**src/rtl/perf_counter_bank_pkg.sv**
```systemverilog
`default_nettype none
// ============================================================================
// Module      : perf_counter_bank_pkg
// Description : Shared types and register offsets for the perf counter bank.
// Revision    : 1.0 - initial release
// ============================================================================
package perf_counter_bank_pkg;

    localparam int PERF_NUM_EVENTS = 16;

    typedef logic [$clog2(PERF_NUM_EVENTS)-1:0] perf_event_idx_t;

    // Byte offsets of the registers inside one 16-byte counter window
    localparam logic [3:0] PERF_REG_EVENT_SEL = 4'h0;
    localparam logic [3:0] PERF_REG_CTRL      = 4'h4;
    localparam logic [3:0] PERF_REG_COUNT_LO  = 4'h8;
    localparam logic [3:0] PERF_REG_COUNT_HI  = 4'hC;

    localparam logic [3:0] PERF_REG_GLOBAL_CTRL = 4'h0;
    localparam logic [3:0] PERF_REG_OVF_STATUS  = 4'h4;

    typedef struct packed {
        logic irq_en;
        logic enable;
    } perf_ctrl_t;

endpackage : perf_counter_bank_pkg
`default_nettype wire

```
**src/rtl/perf_counter_bank_slice.sv**
```systemverilog
`default_nettype none
// ============================================================================
// Module      : perf_counter_slice
// Description : One programmable event counter with write/increment priority
//               and wrap detection.
// Revision    : 1.0 - initial release
// ============================================================================
module perf_counter_slice
    import perf_counter_bank_pkg::*;
#(
    parameter int NUM_EVENTS    = 16,
    parameter int COUNTER_WIDTH = 48,
    parameter int EW            = (NUM_EVENTS > 1) ? $clog2(NUM_EVENTS) : 1
) (
    input  logic                     clk,
    input  logic                     reset,
    input  logic                     global_enable,
    input  logic [NUM_EVENTS-1:0]    perf_events,
    input  logic                     clear,
    input  logic                     sel_we,
    input  logic                     ctrl_we,
    input  logic                     lo_we,
    input  logic                     hi_we,
    input  logic [EW-1:0]            wdata_sel,
    input  perf_ctrl_t               wdata_ctrl,
    input  logic [31:0]              wdata_lo,
    input  logic [COUNTER_WIDTH-33:0] wdata_hi,
    output logic [EW-1:0]            event_sel,
    output perf_ctrl_t               ctrl,
    output logic [COUNTER_WIDTH-1:0] count,
    output logic                     wrap
);

    logic [EW-1:0]            event_sel_q, event_sel_d;
    perf_ctrl_t               ctrl_q, ctrl_d;
    logic [COUNTER_WIDTH-1:0] count_q, count_d;
    logic                     inc_w;
    logic                     cpu_wins_w;

    assign inc_w      = global_enable & ctrl_q.enable & perf_events[event_sel_q];
    assign cpu_wins_w = clear | lo_we | hi_we;

    always_comb begin
        event_sel_d = sel_we  ? wdata_sel  : event_sel_q;
        ctrl_d      = ctrl_we ? wdata_ctrl : ctrl_q;
        count_d     = count_q;
        // Software writes and the global clear drop a coincident increment
        if (clear) begin
            count_d = '0;
        end else if (lo_we) begin
            count_d[31:0] = wdata_lo;
        end else if (hi_we) begin
            count_d[COUNTER_WIDTH-1:32] = wdata_hi;
        end else if (inc_w) begin
            count_d = count_q + {{(COUNTER_WIDTH-1){1'b0}}, 1'b1};
        end
    end

    always_ff @(posedge clk) begin
        if (!reset) begin
            event_sel_q <= '0;
            ctrl_q      <= '0;
            count_q     <= '0;
        end else begin
            event_sel_q <= event_sel_d;
            ctrl_q      <= ctrl_d;
            count_q     <= count_d;
        end
    end

    assign event_sel = event_sel_q;
    assign ctrl      = ctrl_q;
    assign count     = count_q;
    assign wrap      = inc_w & ~cpu_wins_w & (&count_q);

endmodule : perf_counter_slice
`default_nettype wire

```
**src/rtl/perf_counter_bank.sv**
```systemverilog
`default_nettype none
// ============================================================================
// Module      : perf_counter_bank
// Description : I/O-bus slave holding a bank of programmable event counters
//               with sticky overflow status and a level interrupt.
// Revision    : 1.0 - initial release
// ============================================================================
module perf_counter_bank
    import perf_counter_bank_pkg::*;
#(
    parameter int          NUM_EVENTS    = 16,
    parameter int          NUM_COUNTERS  = 4,
    parameter int          COUNTER_WIDTH = 48,
    parameter logic [31:0] BASE_ADDRESS  = 32'hffff0200
) (
    input  logic                  clk,
    input  logic                  reset,
    input  logic                  io_write_en,
    input  logic                  io_read_en,
    input  logic [31:0]           io_address,
    input  logic [31:0]           io_write_data,
    output logic [31:0]           io_read_data,
    input  logic [NUM_EVENTS-1:0] perf_events,
    output logic                  overflow_interrupt
);

    localparam int          EW         = (NUM_EVENTS > 1) ? $clog2(NUM_EVENTS) : 1;
    localparam logic [31:0] GLOBAL_IDX = 32'(NUM_COUNTERS);

    logic [31:0] offset_w, idx_w;
    logic [3:0]  reg_w;
    logic        aligned_w;

    logic [EW-1:0]            event_sel_w [NUM_COUNTERS];
    perf_ctrl_t               ctrl_w      [NUM_COUNTERS];
    logic [COUNTER_WIDTH-1:0] count_w     [NUM_COUNTERS];
    logic [NUM_COUNTERS-1:0]  wrap_w, irq_en_w;
    logic [NUM_COUNTERS-1:0]  sel_we_w, ctrl_we_w, lo_we_w, hi_we_w;
    logic                     global_we_w, ovf_we_w, clear_all_w;

    logic [31:0]             rd_data_w, hi_capture_w;
    logic                    hi_capture_en_w;
    logic [31:0]             io_read_data_q, io_read_data_d;
    logic [31:0]             hi_shadow_q, hi_shadow_d;
    logic [NUM_COUNTERS-1:0] ovf_status_q, ovf_status_d, ovf_clr_w;
    logic                    global_enable_q, global_enable_d;
    logic                    overflow_interrupt_q, overflow_interrupt_d;

    assign offset_w  = io_address - BASE_ADDRESS;
    assign idx_w     = offset_w >> 4;
    assign reg_w     = offset_w[3:0];
    assign aligned_w = (offset_w[1:0] == 2'b00);

    generate
        for (genvar n = 0; n < NUM_COUNTERS; n++) begin : g_slice
            perf_counter_slice #(
                .NUM_EVENTS    (NUM_EVENTS),
                .COUNTER_WIDTH (COUNTER_WIDTH),
                .EW            (EW)
            ) u_slice (
                .clk           (clk),
                .reset         (reset),
                .global_enable (global_enable_q),
                .perf_events   (perf_events),
                .clear         (clear_all_w),
                .sel_we        (sel_we_w[n]),
                .ctrl_we       (ctrl_we_w[n]),
                .lo_we         (lo_we_w[n]),
                .hi_we         (hi_we_w[n]),
                .wdata_sel     (io_write_data[EW-1:0]),
                .wdata_ctrl    (perf_ctrl_t'(io_write_data[1:0])),
                .wdata_lo      (io_write_data),
                .wdata_hi      (io_write_data[COUNTER_WIDTH-33:0]),
                .event_sel     (event_sel_w[n]),
                .ctrl          (ctrl_w[n]),
                .count         (count_w[n]),
                .wrap          (wrap_w[n])
            );
            assign irq_en_w[n] = ctrl_w[n].irq_en;
        end
    endgenerate

    always_comb begin
        sel_we_w    = '0;
        ctrl_we_w   = '0;
        lo_we_w     = '0;
        hi_we_w     = '0;
        global_we_w = 1'b0;
        ovf_we_w    = 1'b0;
        if (io_write_en && aligned_w) begin
            for (int i = 0; i < NUM_COUNTERS; i++) begin
                if (idx_w == 32'(i)) begin
                    sel_we_w[i]  = (reg_w == PERF_REG_EVENT_SEL);
                    ctrl_we_w[i] = (reg_w == PERF_REG_CTRL);
                    lo_we_w[i]   = (reg_w == PERF_REG_COUNT_LO);
                    hi_we_w[i]   = (reg_w == PERF_REG_COUNT_HI);
                end
            end
            if (idx_w == GLOBAL_IDX) begin
                global_we_w = (reg_w == PERF_REG_GLOBAL_CTRL);
                ovf_we_w    = (reg_w == PERF_REG_OVF_STATUS);
            end
        end
    end

    always_comb begin
        rd_data_w       = '0;
        hi_capture_w    = '0;
        hi_capture_en_w = 1'b0;
        if (aligned_w) begin
            for (int i = 0; i < NUM_COUNTERS; i++) begin
                if (idx_w == 32'(i)) begin
                    case (reg_w)
                        PERF_REG_EVENT_SEL: rd_data_w = 32'(event_sel_w[i]);
                        PERF_REG_CTRL:      rd_data_w = 32'(ctrl_w[i]);
                        PERF_REG_COUNT_LO: begin
                            rd_data_w       = count_w[i][31:0];
                            hi_capture_w    = 32'(count_w[i][COUNTER_WIDTH-1:32]);
                            hi_capture_en_w = 1'b1;
                        end
                        PERF_REG_COUNT_HI:  rd_data_w = hi_shadow_q;
                        default:            rd_data_w = '0;
                    endcase
                end
            end
            if (idx_w == GLOBAL_IDX) begin
                case (reg_w)
                    PERF_REG_GLOBAL_CTRL: rd_data_w = {31'b0, global_enable_q};
                    PERF_REG_OVF_STATUS:  rd_data_w = 32'(ovf_status_q);
                    default:              rd_data_w = '0;
                endcase
            end
        end
    end

    always_comb begin
        io_read_data_d  = io_read_en ? rd_data_w : io_read_data_q;
        hi_shadow_d     = (io_read_en && hi_capture_en_w) ? hi_capture_w : hi_shadow_q;
        global_enable_d = global_we_w ? io_write_data[0] : global_enable_q;
        clear_all_w     = global_we_w & io_write_data[1];
        ovf_clr_w       = ovf_we_w ? io_write_data[NUM_COUNTERS-1:0] : '0;
        // A new wrap outranks a same-cycle write-1-to-clear
        ovf_status_d    = (ovf_status_q & ~ovf_clr_w) | wrap_w;
        overflow_interrupt_d = |(ovf_status_q & irq_en_w);
    end

    always_ff @(posedge clk) begin
        if (!reset) begin
            io_read_data_q       <= '0;
            hi_shadow_q          <= '0;
            global_enable_q      <= 1'b0;
            ovf_status_q         <= '0;
            overflow_interrupt_q <= 1'b0;
        end else begin
            io_read_data_q       <= io_read_data_d;
            hi_shadow_q          <= hi_shadow_d;
            global_enable_q      <= global_enable_d;
            ovf_status_q         <= ovf_status_d;
            overflow_interrupt_q <= overflow_interrupt_d;
        end
    end

    assign io_read_data       = io_read_data_q;
    assign overflow_interrupt = overflow_interrupt_q;

endmodule : perf_counter_bank
`default_nettype wire

```
**config.mk**
```make
export PLATFORM = sky130hd
export DESIGN_NAME = perf_counter_bank
export DESIGN_NICKNAME = d
export VERILOG_FILES = /design/src/rtl/perf_counter_bank_pkg.sv /design/src/rtl/perf_counter_bank_slice.sv /design/src/rtl/perf_counter_bank.sv
export SDC_FILE = /design/constraint.sdc
export NUM_CORES = 1
export LEC_CHECK = 0
export ABC_AREA = 0
export CORE_MARGIN = 2
export CORE_UTILIZATION = 47
export CTS_CLUSTER_DIAMETER = 50
export DETAILED_ROUTE_END_ITERATION = 12
export GPL_TIMING_DRIVEN = 0
export PLACE_DENSITY = 0.68
export SLEW_MARGIN = 10
export SYNTH_ARGS = -nofsm -noshare
export SYNTH_HDL_FRONTEND = slang
export SYNTH_SLANG_ARGS = --single-unit
```
**constraint.sdc**
```tcl
create_clock -name clk -period 3.71 [get_ports clk]
set_clock_uncertainty 0.15 [all_clocks]
set_input_delay 0.5565 -clock clk [delete_from_list [all_inputs] [get_ports clk]]
set_output_delay 0.5565 -clock clk [all_outputs]
set_load 0.1 [all_outputs]
```
==> Word-level counts from Yosys, hierarchy flattened <==
Index checks and enable logic that the tools add are counted.
{ "classes": {"eq_ne": 11, "addsub": 5, "n_bitwise": 38, "magnitude_cmp": 4, "n_mux": 78, "n_reduce_logical": 27} }
{ "ops": {"columns": ["cell", "n"], "rows": [
  ["32-bit 2-to-1 mux", 21],
  ["32-bit case mux with 4 select lines", 4],
  ["48-bit by 1-bit adder with 48-bit output, second input constant", 4],
  ["48-bit 2-to-1 mux", 4],
  ["48-bit AND reduction", 4],
  ["16-bit 2-to-1 mux", 6],
  ["28-bit by 2-bit == test with 1-bit output, second input constant", 2],
  ["1-bit 2-to-1 mux", 33],
  ["32-bit logical NOT", 1],
  ["32-bit subtractor, second input constant", 1],
  ["28-bit by 1-bit == test with 1-bit output, second input constant", 1],
  ["28-bit by 3-bit == test with 1-bit output, second input constant", 1],
  ["4-bit by 5-bit less-than comparator with 1-bit output, second input constant", 4],
  ["4-bit 2-to-1 mux", 5],
  ["1-bit bitwise AND", 17],
  ["1-bit binary-select mux with 4-bit select", 4],
  ["2-bit AND reduction", 8],
  ["2-bit nonzero test", 8],
  ["1-bit inverter", 9],
  ["4-bit bitwise AND", 2],
  ["4-bit == test, second input constant", 2],
  ["2-bit != test, second input constant", 4],
  ["1-bit OR", 8],
  ["4-bit case mux with 2 select lines", 1],
  ["8 further kinds", 9]
]} }
{ "word_totals": {"elab_cells": 188, "register_bits": 286} }

==> Depth between registers and ports, before layout <==
{ "logic_depth": {"ltp_word": 12, "mapped_depth": 15} }

==> Cells and area by module <==
Synthesis repeated with hierarchy kept, for this count alone.
{ "unflattened": {"cells_unflattened": 2293, "hier_area_um2": 18311.3} }
{ "modules_own_cells": {"columns": ["mod", "area_per_inst_um2", "cells_per_inst", "instances"], "rows": [
  ["perf_counter_slice", 3423.3, 437, 4],
  ["perf_counter_bank", 4618.2, 545, 1]
]} }

==> Least setup slack after synthesis <==
No wires, ideal clock.
{ "synth_timing": {"path_kind": "input to register", "startpoint": "input port io_address[9]", "endpoint": "register hi_shadow_q[10]", "setup_time_ns": 0.084, "setup_slack_ns": 0.028, "stages": 13, "required_ns": 3.476, "t_arrival_ns": 3.447, "path_cell_list": "inv_1 > ha_1 > clkbuf_1 > nand2b_1 > o211ai_2 > or4_1 > a21o_1 > or4_1 > buf_2 > or4_4 > buf_6 > buf_6 > o31ai_2"} }
{ "synth_between": {"elab_chain_len": 11, "word_cells_on_any_way": 22} }
{ "synth_rtl": {"columns": ["element", "line", "rtl"], "rows": [
  ["start, declared", "perf_counter_bank.sv:20", "input logic [31:0] io_address,"],
  ["32-bit subtractor (*)", "perf_counter_bank.sv:49", "assign offset_w = io_address - BASE_ADDRESS;"],
  ["32-bit logical NOT", "perf_counter_bank.sv:112", "if (idx_w == 32'(i)) begin"],
  ["1-bit 2-to-1 mux", "perf_counter_bank.sv:112", null],
  ["1-bit 2-to-1 mux", "perf_counter_bank.sv:113", "case (reg_w)"],
  ["1-bit 2-to-1 mux", "perf_counter_bank.sv:112", null],
  ["1-bit 2-to-1 mux", "perf_counter_bank.sv:113", null],
  ["1-bit 2-to-1 mux", "perf_counter_bank.sv:112", null],
  ["1-bit 2-to-1 mux", "perf_counter_bank.sv:113", null],
  ["1-bit 2-to-1 mux", "perf_counter_bank.sv:112", null],
  ["1-bit 2-to-1 mux", "perf_counter_bank.sv:110", "if (aligned_w) begin"],
  ["1-bit logical AND", "perf_counter_bank.sv:138", "hi_shadow_d = (io_read_en && hi_capture_en_w) ? hi_capture_w : hi_shadow_q;"],
  ["end signal, assigned", "perf_counter_bank.sv:156", "hi_shadow_q <= hi_shadow_d;"],
  ["end, declared", "perf_counter_bank.sv:44", "logic [31:0] hi_shadow_q, hi_shadow_d;"]
]} }
Mark *: on every way between the ends. The rest lies on a longest branch, timed or not.
A chain may end at the register's enable or synchronous reset.

==> Worst setup path after layout <==
{ "layout_timing": {"startpoint": "input port io_address[24]", "endpoint": "register g_slice[1].u_slice.count_q[26]"} }
{ "layout_between": {"elab_chain_len": 6, "word_cells_on_any_way": 15} }
{ "layout_rtl": {"columns": ["element", "line", "rtl"], "rows": [
  ["32-bit subtractor (*)", "perf_counter_bank.sv:49", null],
  ["28-bit by 1-bit == test with 1-bit output / 28-bit by 3-bit == test with 1-bit output (equally long branches)", "perf_counter_bank.sv:92, perf_counter_bank.sv:99", null],
  ["1-bit 2-to-1 mux (on tied branches)", "perf_counter_bank.sv:92, perf_counter_bank.sv:99", null],
  ["4-bit 2-to-1 mux / 1-bit 2-to-1 mux (equally long branches)", "perf_counter_bank.sv:90", "if (io_write_en && aligned_w) begin"],
  ["2-bit != test (no source line) (tied with other cells)", null, null],
  ["2-bit AND reduction (no source line) / 2-bit OR reduction (equally long branches)", null, null],
  ["end signal, assigned", "perf_counter_bank_slice.sv:67", "count_q <= count_d;"],
  ["end, declared", "perf_counter_bank_slice.sv:36", "logic [COUNTER_WIDTH-1:0] count_q, count_d;"]
]} }
Marked as above.

==> results.py <==
metrics = {
    "drt": {
        "detail_route.drc_violations": 0,
        "wirelength_um": 84730,
        "drtAntennaViolNets": 0,
        "drtIter0Drc": 2920,
        "route.vias.total": 20347,
        "routed_wire_length_per_instance_um": 28.77,
        "detail_route.vias_per_cell": 6.909,
        "initial_drt_pass_iterations": 6,
    },
    "global_routing": {
        "grt.met2_usage_pct": 61.78,
        "global_route.overflow_total": 0,
        "antenna_found_initial": 5,
        "global_route.usage.met1_pct": 56.85,
        "grt.busiest_layer": "met2",
        "first_global_vias": 18741,
        "largest_net_degree_at_the_start_of_global_routing": 14,
        "grt.total_usage_pct": 42.88,
        "global_route_wire_length_before_repair_um": 123200,
        "grt_use_met3_pct": 13.64,
    },
    "floorplan": {
        "fp-row-count": 70,
        "floorplan.initialDensity_pct": 47.81,
        "chipWidth_um": 197.2,
        "chipHeight_um": 197.2,
        "die_area_um2": 38890,
        "design.core.area_um2": 36700,
        "boundaryPins": 117,
    },
    "power": {
        "combinationalPowerShare_pct": 7.0,
        "clock_power_share_pct": 54.7,
        "pwr_density_cell_nw_per_um2": 351.9,
        "p_int_w": 0.005618,
        "seq_power_share_pct": 38.3,
        "leakage_power_of_the_design_nw": 6.952,
        "power.share.switching_pct": 25.84,
        "peakVddDrop_mv": 0.3834,
        "power.switching_w": 0.001958,
    },
    "placed_design": {
        "dp_cells": 2850,
        "port_bufs": 110,
        "place_area_um2": 19290,
        "dp_hpwl_um": 63440,
        "gp_congestion": 1.043,
    },
    "sta": {
        "timing_worst_slew_pin_value_ns": 1.288,
        "fmax_mhz": 274.6,
        "finalHoldViolations": 0,
        "maxSlewViolCount": 0,
        "final_cycle_utilization_of_the_critical_path_pct": 98.15,
        "unrepaired_setup_endpoints_after_global_routing": "yes",
        "timing.max_slew.rel_slack_pct": 14.16,
        "tmin_final_ns": 3.642,
        "post_route_setup_tns_ns": 0,
        "total_setup_violations_reported_at_the_end_of_the_flow": 0,
    },
    "setup_path": {
        "critical_path.max_fanout": 10,
        "timing.critical_path.to_type": "flip-flop",
        "critical_path.startpoint_type": "input port",
        "reg2reg_to": "g_slice[3].u_slice.count[32]$_SDFFE_PP0P_",
        "crit_path_cell_trace": "clkdlybuf4s50_1, nand3_1, or2_1, or4_1, a21o_2, buf_6, or2_2, or4_4, buf_8, o21ai_0, a21oi_1",
        "cp_data_arrival_time_ns": 3.93,
        "slowest_stage": "sky130_fd_sc_hd__or4_4",
        "critPathMaxStageDelay_ns": 0.67,
        "reg2reg_depth": 9,
        "critical_path.reg2reg.startpoint": "g_slice[3].u_slice.event_sel[0]$_SDFFE_PN0P_",
        "critical_path_class": "in -> reg",
        "required_ns": 4.00,
        "ff2ff_setup_slack_ns": 0.20,
    },
    "clock_tree": {
        "cts.clk_slew.worst_paths_ns": 0.06,
        "cts_tree": "built",
        "cts-buffers-inserted": 41,
        "cts_root_buffer": "sky130_fd_sc_hd__clkbuf_16",
        "cts-root-to-sink-buffers": 3,
        "h-tree-depth": 2,
        "clock-sinks": 270,
        "clock_insertion_delay_worst_skew_ns": 0.58,
    },
    "yosys": {
        "ys.flop_type": "sky130_fd_sc_hd__dfxtp_1",
        "yosysWarningCount": 0,
        "post_synth_instance_area_um2": 17550,
        "synth.most_common_cell": "sky130_fd_sc_hd__dfxtp_1",
        "synth_area_per_cell_um2": 7.729,
        "post_synth_edffs": 0,
        "ys_ff_latch": 270,
        "post_synth_main_area_contributors": "sky130_fd_sc_hd__dfxtp_1, sky130_fd_sc_hd__o21ai_0, sky130_fd_sc_hd__a21oi_1",
        "netlist.area_leader.share_pct": 30.81,
        "synthCells": 2270,
        "synthesis.nets": 2359,
        "synth_area_leader_cell": "sky130_fd_sc_hd__dfxtp_1",
        "synthTopCellsByCount": "sky130_fd_sc_hd__dfxtp_1, sky130_fd_sc_hd__o21ai_0, sky130_fd_sc_hd__nand2_1",
        "yosysSeqAreaShare_pct": 30.81,
        "post_synth_num_cell_types": 77,
        "asyncSetResetFlopFracSynth_pct": 0,
    },
    "worst_hold_path": {
        "whs_path_depth": 2,
        "hp-start": "hi_shadow_q[5]$_SDFFE_PN0P_",
        "min-delay-path-class": "reg -> reg",
        "hold_path_end": "hi_shadow_q[5]$_SDFFE_PN0P_",
    },
    "final_layout": {
        "final_cell_area_um2": 21520,
        "post_route_cells_drive_above_1_share_pct": 12.09,
        "areaGrowthSynthToFinish_pct": 22.68,
        "final_cells": 2945,
        "layout.filler_cells": 3440,
        "finish.net_count": 2533,
    },
    "run": {
        "max_cap_viol_count": 0,
    },
    "outcome": {
        "run_status": "finished, final reports clean",
    },
}
## metrics by stage
stage / hold slack, ns / worst slack (ns) / utilization [%] / power [W]
after CTS: 0.3209 / 0.004983 / 58.07 / 0.007558
after global routing: 0.3459 / -0.01571 / 58.63 / 0.007711
final: 0.3198 / 0.06847 / 58.65 / 0.007575
after floorplan: 0.2763 / 0.02825 / - / 0.003158
after global placement: 0.3045 / -1.593 / 52.41 / 0.003435
after detailed placement: 0.3076 / -1.621 / 52.57 / 0.003439
## sequential cells by signal (all words and copies together) (netlist names)
register / cells
g_slice.u_slice.ctrl: 8
overflow_interrupt: 1
global_enable_q: 1
hi_shadow_q: 16
ovf_status_q: 4
io_read_data: 32
g_slice.u_slice.event_sel: 16
g_slice.u_slice.count: 192
## area by class of cell
type / count / area [um2] / share of cell area, %
tap: 468 / 585.6 / 2.720
multi-input combinational: 1778 / 11670 / 54.24
clock buffer: 46 / 1086 / 5.046
antenna: 4 / 10.01 / 0.04650
clock inverter: 26 / 335.3 / 1.558
buffer: 188 / 989.7 / 4.598
timing repair buffer: 138 / 1336 / 6.208
inverter: 27 / 101.3 / 0.4708
sequential: 270 / 5405 / 25.11
## placed cells by master, fill, tap and decap left out, types with 30 or more instances in the layout
cell type	netlist	final
sky130_fd_sc_hd__dfxtp_1	270	270
sky130_fd_sc_hd__o21ai_0	229	220
sky130_fd_sc_hd__nand2_1	204	204
sky130_fd_sc_hd__a21oi_1	203	201
sky130_fd_sc_hd__clkbuf_1	164	106
sky130_fd_sc_hd__nand3_1	106	103
sky130_fd_sc_hd__clkdlybuf4s50_1	0	102
sky130_fd_sc_hd__nand4_1	98	98
sky130_fd_sc_hd__nor3_1	88	86
sky130_fd_sc_hd__xnor2_1	79	79
sky130_fd_sc_hd__nor2_1	83	76
sky130_fd_sc_hd__a22oi_1	54	54
sky130_fd_sc_hd__xor2_1	51	51
sky130_fd_sc_hd__and3_1	50	50
sky130_fd_sc_hd__mux2i_1	43	42
sky130_fd_sc_hd__clkbuf_16	0	42
sky130_fd_sc_hd__buf_4	0	36
sky130_fd_sc_hd__clkbuf_2	0	33
sky130_fd_sc_hd__and2_1	32	32
sky130_fd_sc_hd__o22ai_1	42	32
sky130_fd_sc_hd__and4_1	32	31
sky130_fd_sc_hd__a211oi_1	30	30
sky130_fd_sc_hd__nor2b_1	31	30
## critical path: cells and delay by family
family | cells | cell delay, ns
AOI/OAI and AO/OA | 3 | 0.54
and+or+nand+nor | 5 | 1.88
buffers and inverters | 3 | 0.94
## how the worst max path moves through the flow
stage / startpoint / end / slack [ns] / depth (start not counted)
6_report: io_address[24] / g_slice[1].u_slice.count[26]$_SDFFE_PP0P_ / 0.07 / 11
5_1_grt: io_address[24] / g_slice[1].u_slice.count[24]$_SDFFE_PP0P_ / -0.02 / 11
3_5_place_dp: io_address[9] / g_slice[0].u_slice.count[47]$_SDFFE_PP0P_ / -1.62 / 15
3_3_place_gp: io_address[9] / g_slice[1].u_slice.count[37]$_SDFFE_PP0P_ / -1.59 / 13
2_1_floorplan: io_address[9] / hi_shadow_q[10]$_SDFFE_PN0P_ / 0.03 / 13
4_1_cts: io_address[10] / g_slice[0].u_slice.count[31]$_SDFFE_PP0P_ / 0.005 / 15
## what timing repair did
action / CTS / global route
endpoints found under the setup margin: 267 / 255
hold buffers: 0 / 0
gates resized for setup: 148 / 67
hold endpoints to repair: 0 / 0
cloned: 0 / 0
pin swaps: 12 / 6
buffers inserted: 18 / 8
## layer usage
layer  wire length [um]  share of wire, %
met4               5302               6.3
met5                 14             0.017
met2              35030                41
met1              33280                39
met3              11110                13
## logic make-up after synthesis
kind of cell | after synthesis | share of synthesized area (%)
mux | 70 | 5.662
buf+inv | 222 | 4.963
simple gates | 857 | 26.68
fa+ha+maj | 5 | 0.3566
flops | 270 | 30.81
compound gates | 716 | 25.04
xor+xnor | 130 | 6.489
## power groups by stage
stage	logic [W]	registers (W)	clock network, W
after global routing	0.000545	0.00290	0.00427
final	0.000532	0.00290	0.00414
after global placement	0.000471	0.00296	0
after detailed placement	0.000474	0.00296	0
after CTS	0.000497	0.00290	0.00416
after floorplan	0.000188	0.00297	0
(Power assumes the default switching activity.)
